File: src/rtl/approx_mul_error_monitor.sv
// approx_mul_error_monitor
// Streaming error-metric accumulator for an approximate multiplier. Each
// accepted sample (in1, in2, approx_prod) is compared with the exact product
// and the error distance ED = |exact - approx| is accumulated over a run of
// sample_limit samples.
//
// Ports:
//   clk, rst_n        clock, asynchronous active-low reset
//   start             one-cycle pulse: clear accumulators and (re)start a run
//   sample_limit      samples per run, captured while start is high
//   in_valid/in_ready sample handshake (ready only in RUN)
//   in1, in2          multiplier operands
//   approx_prod       approximate product from the multiplier
//   busy, done        run in progress / run complete (held until next start)
//   sample_cnt        samples accumulated
//   err_cnt           samples with ED != 0
//   ed_sum            saturating sum of ED
//   ed_max            largest ED observed
//
// state | meaning
// IDLE  | waiting for the first start
// RUN   | accepting samples until sample_limit have been taken
// DRAIN | no new samples; pipeline flushing into the accumulators
// DONE  | results stable until the next start
module approx_mul_error_monitor #(
  parameter int WIDTH = 8,
  parameter int CNT_W = 32,
  parameter int SUM_W = 48
) (
  input  logic                 clk,
  input  logic                 rst_n,
  input  logic                 start,
  input  logic [CNT_W-1:0]     sample_limit,
  input  logic                 in_valid,
  output logic                 in_ready,
  input  logic [WIDTH-1:0]     in1,
  input  logic [WIDTH-1:0]     in2,
  input  logic [2*WIDTH-1:0]   approx_prod,
  output logic                 busy,
  output logic                 done,
  output logic [CNT_W-1:0]     sample_cnt,
  output logic [CNT_W-1:0]     err_cnt,
  output logic [SUM_W-1:0]     ed_sum,
  output logic [2*WIDTH-1:0]   ed_max
);

  localparam int PW = 2 * WIDTH;

  typedef enum logic [1:0] {
    IDLE  = 2'd0,
    RUN   = 2'd1,
    DRAIN = 2'd2,
    DONE  = 2'd3
  } state_t;

  state_t           state, state_nxt;
  logic [CNT_W-1:0] remain;
  logic             p1_valid, p2_valid;
  logic [PW-1:0]    p1_exact, p1_approx, p2_ed;
  logic             accept;
  logic [PW-1:0]    exact_prod, ed_val;
  logic [SUM_W:0]   sum_wide;

  assign in_ready   = (state == RUN);
  assign busy       = (state == RUN) || (state == DRAIN);
  assign done       = (state == DONE);
  // start wins over acceptance in the same cycle
  assign accept     = in_ready && in_valid && !start;
  assign exact_prod = PW'(in1) * PW'(in2);
  assign ed_val     = (p1_exact >= p1_approx) ? (p1_exact - p1_approx)
                                              : (p1_approx - p1_exact);
  // one extra bit catches the carry used for saturation
  assign sum_wide   = {1'b0, ed_sum} + (SUM_W + 1)'(p2_ed);

  always_comb begin
    state_nxt = state;
    if (start) begin
      state_nxt = (sample_limit == '0) ? DONE : RUN;
    end else begin
      case (state)
        RUN:     if (accept && remain == CNT_W'(1)) state_nxt = DRAIN;
        // P1 empty means the sample in P2 (if any) is the last one and
        // accumulates on this edge
        DRAIN:   if (!p1_valid) state_nxt = DONE;
        default: state_nxt = state;
      endcase
    end
  end

  always_ff @(posedge clk or negedge rst_n) begin
    if (!rst_n) begin
      state      <= IDLE;
      remain     <= '0;
      p1_valid   <= 1'b0;
      p1_exact   <= '0;
      p1_approx  <= '0;
      p2_valid   <= 1'b0;
      p2_ed      <= '0;
      sample_cnt <= '0;
      err_cnt    <= '0;
      ed_sum     <= '0;
      ed_max     <= '0;
    end else begin
      state <= state_nxt;
      if (start) begin
        remain     <= sample_limit;
        p1_valid   <= 1'b0;
        p2_valid   <= 1'b0;
        sample_cnt <= '0;
        err_cnt    <= '0;
        ed_sum     <= '0;
        ed_max     <= '0;
      end else begin
        p1_valid  <= accept;
        p1_exact  <= exact_prod;
        p1_approx <= approx_prod;
        p2_valid  <= p1_valid;
        p2_ed     <= ed_val;
        if (accept) remain <= remain - CNT_W'(1);
        if (p2_valid) begin
          sample_cnt <= sample_cnt + CNT_W'(1);
          err_cnt    <= err_cnt + CNT_W'(p2_ed != '0);
          ed_sum     <= sum_wide[SUM_W] ? {SUM_W{1'b1}} : sum_wide[SUM_W-1:0];
          if (p2_ed > ed_max) ed_max <= p2_ed;
        end
      end
    end
  end

endmodule
File: config.mk
export PLATFORM = sky130hd
export DESIGN_NAME = approx_mul_error_monitor
export DESIGN_NICKNAME = d
export VERILOG_FILES = /design/src/rtl/approx_mul_error_monitor.sv
export SDC_FILE = /design/constraint.sdc
export NUM_CORES = 1
export LEC_CHECK = 0
export BUFFER_PORTS_ARGS = -buffer_cell sky130_fd_sc_hd__buf_4
export CORE_MARGIN = 3
export CORE_UTILIZATION = 45
export DETAILED_ROUTE_END_ITERATION = 6
export GPL_TIMING_DRIVEN = 1
export PLACE_DENSITY = 0.77
export SLEW_MARGIN = 20
export SYNTH_ARGS = -nofsm -noshare
export SYNTH_HDL_FRONTEND = slang
export SYNTH_SLANG_ARGS = --single-unit
export TNS_END_PERCENT = 10
File: constraint.sdc
create_clock -name clk -period 3.85 [get_ports clk]
set_input_delay 0.77 -clock clk [delete_from_list [all_inputs] [get_ports clk]]
set_output_delay 0.77 -clock clk [all_outputs]
set_load 0.01 [all_outputs]
==> flow_summary_export.csv <==
group,metric,value,unit
sta,layout_setup_ws,-1.28,ps
sta,slew_viol_final,0,
logic_synthesis,synth_warnings,0,
run,max_cap_violations,0,
logic_synthesis,seq_area_frac_synth,35.3,%
layout,nNetsFinal,2104,
critical_path,max_stage_delay,570,ps
clock_network,cts_root_buffer,"clkbuf_16",
logic_synthesis,synth.area.top_cells,"dfrtp_1, ha_1, fa_1",
routing,drc,0,
logic_synthesis,synth_area,15000,um^2
layout,layout_common_cells,"buf_4, dfrtp_1, nor2_1",
critical_path,path_cells,"buf_4 -> and2_4 -> fa_1 -> fa_1 -> fa_1 -> inv_1 -> fa_1 -> inv_2 -> ha_4 -> or2_4 -> a21oi_4 -> a211oi_4 -> nor3_4 -> xor2_1 -> o21ai_1",
sta,fin_setup_tns,-1.28,ps
critical_path,critPathLaunchType,"input pin",
routing,ant_nets,0,
global_route,grt_pass1_vias,12646,
placement,portBuffers,198,
routing,first_iter_violations,842,
sta,clock_skew,30.1,ps
global_route,antenna_found_initial,4,
critical_path,cp_slowest_cell,"fa_1",
sta,period_share,100,%
critical_path,critPathRequiredTime,4240,ps
layout,finalNonFillerCells,2351,
clock_network,cts_htree_levels,1,
logic_synthesis,synth-xor-area-share,6.47,%
clock_network,clockBufferDepth,3,
routing,wire_per_inst,16.0,um
sta,rsz0062_at_grt,"true",
logic_synthesis,synthFlopType,"dfrtp_1",
sta,worstMarginPinSlew,839,ps
layout,multi_input_area,9230,um^2
logic_synthesis,synth_seq_cells,212,
clock_network,cts_sinks,212,
critical_path,cpMostUsedCell,"fa_1",
routing,vias,12840,
sta,hold_viol_final,0,
sta,setup-violations-final,1,
global_route,grt_max_degree,106,
floorplan,core,32700,um^2
floorplan,row_count,66,
sta,relSlewSlack,43.9,%
sta,period_needed,3850,ps
clock_network,clk_latency,540,ps
sta,max_clock_freq,260,MHz
clock_network,clk_pin_slew,60,ps
placement,dp.cells,2304,
power_and_ir_drop,power_density,494,nW/um^2
critical_path,path_class,"in -> reg",
global_route,grt_pass1_wl,62700,um
logic_synthesis,avgSynthCellArea,8.96,um^2
placement,place.gp.congestion,0.912,
routing,firstDrtPassIters,5,
outcome,violations,"setup timing",
floorplan,die_x,189,um
layout,fill_cells,2887,
layout,drive_above_1_share,19.9,%
power_and_ir_drop,p_leak,8.45,nW
logic_synthesis,yosys.area.top_type,"dfrtp_1",
power_and_ir_drop,peakVddDrop,0.289,mV
layout,final_common_cell,"buf_4",
floorplan,initial_core_util,45.9,%
floorplan,top_level_ports,199,
layout,final_core_util,56.4,%
placement,hpwl,27900,um
min_path,hp-class,"in -> async",
logic_synthesis,async_reset_ff_share,100,%
logic_synthesis,synth_edf_count,0,
routing,drt_wl_total,37600,um
logic_synthesis,synth-adder-area-share,14.1,%
routing,vias_per_cell,5.46,
global_route,grt_usage,20.7,%
sta,whs,180,ps
logic_synthesis,synth.top_cell.area_share,35.3,%
layout,area_growth,22.8,%
clock_network,cts_tree,"done",
logic_synthesis,synthMuxAreaShare,3.66,%
logic_synthesis,synth_top_family_by_area,"simple AND/OR/NAND/NOR gates",
logic_synthesis,synth_compound_area_share,13.3,%
global_route,overflow,0,
floorplan,die_area,35600,um^2
layout,seq_area,5310,um^2
floorplan,fp.dieH,189,um
logic_synthesis,synthDistinctLibCells,65,
logic_synthesis,synthSimpleGateAreaFrac,22.0,%
outcome,status,"complete, but fails checks",
clock_network,numCtsBuffers,24,
logic_synthesis,syn_inst,1676,
logic_synthesis,syn_nets,1890,
critical_path,path_max_fanout,6,
critical_path,critPathArrivalTime,4240,ps
critical_path,cp-end-kind,"flip-flop",
## area by class of cell
class	instances	area share, %
tap	442	3.00
timing repair buffer	250	10.6
antenna	1	0.0136
inverter	143	2.91
clock buffer	31	3.78
sequential	212	28.8
multi-input combinational	1259	50.0
clock inverter	13	0.868
## state kept, by name, summed over array words and instances, names as in the netlist
register    flops
ed_sum         48
err_cnt        32
remain         32
sample_cnt     32
ed_max         16
p1_approx      16
p1_exact       16
p2_ed          16
state           2
p1_valid        1
p2_valid        1
## synth_stat cells, types with 3 or more instances
cell and number:
a2111oi_0 5, a211oi_1 21, a21boi_0 4, a21o_1 20
a21oi_1 75, a22o_1 3, a311oi_1 23, a31oi_1 8
a41o_1 3, a41oi_1 4, and2_1 63, and3_1 25
and4_1 22, buf_1 5, clkbuf_1 57, dfrtp_1 212
fa_1 39, ha_1 107, inv_1 143, mux2_2 23
mux2i_1 29, nand2_1 131, nand2b_1 46, nand3_1 47
nand4_1 27, nor2_1 156, nor2b_1 15, nor3_1 41
nor3b_1 4, nor4_1 28, o211ai_1 12, o21a_1 9
o21ai_0 86, o21bai_1 6, o31ai_1 8, or2_2 6
or3_1 14, or4_1 3, xnor2_1 49, xor2_1 62
## where the power goes
group / leakage (nW) / switching, mW / internal (mW)
clock: 0.424 / 0.961 / 1.48
combinational: 5.23 / 2.15 / 1.75
sequential: 2.79 / 0.301 / 2.47
## final timing paths
check / start / to / slack [ps] / cells after the start
min in group clk: sample_limit[25] / remain[25] / 470 / 3
max reg2reg: p1_exact[13] / p2_ed[13] / 540 / 9
max: in2[7] / p1_exact[13] / -1 / 15
min reg2reg: p1_approx[15] / p1_approx[15] / 510 / 1
max in group asynchronous: rst_n / p1_approx[5] / 2800 / 2
min: rst_n / ed_max[10] / 180 / 1
## through the flow
| step | cell area (um^2) | worst slack (ps) | power [mW] |
|---|---|---|---|
| after detailed placement | 17400 | -688 | 6.46 |
| after global placement | 17400 | -508 | 6.33 |
| after CTS | 18300 | -3.33 | 9.03 |
| after floorplan | 15100 | -261 | 5.37 |
| after global routing | 18400 | -99.2 | 9.80 |
| final | 18400 | -1.28 | 9.12 |
## cell families (layout without fill, tap and decap cells)
| kind of cell | after synthesis | after routing |
|---|---|---|
| and+or+nand+nor | 641 | 641 |
| xor gates and xnor gates | 111 | 111 |
| AOI/OAI and AO/OA | 309 | 309 |
| muxes | 52 | 52 |
| adders and majority gates | 146 | 146 |
| DFF | 212 | 212 |
| buffers and inverters | 205 | 437 |
| other | 0 | 1 |
## layer usage
layer / up-vias / global-route usage (%) / wire (um)
met5: - / 0 / 41
met4: 6 / 5.79 / 1060
met3: 74 / 3.63 / 2290
met2: 327 / 33.9 / 17500
met1: 6159 / 28.5 / 16700
li1: 6274 / - / -
## critical path: cells and delay by family
kind / cells / cell delay [ps]
adders and majority gates: 5 / 2180
and+or+nand+nor: 3 / 550
AOI/OAI and AO/OA: 3 / 330
buffers and inverters: 3 / 230
xor gates and xnor gates: 1 / 160
## repair_timing
action / in CTS / in global routing
pin swaps: 18 / 30
setup buffers: 2 / 1
resized for setup: 11 / 36
hold buffers: 0 / 0
setup endpoints to repair: 3 / 8
endpoints found under the hold margin: 0 / 0
(Power assumes the default switching activity.)
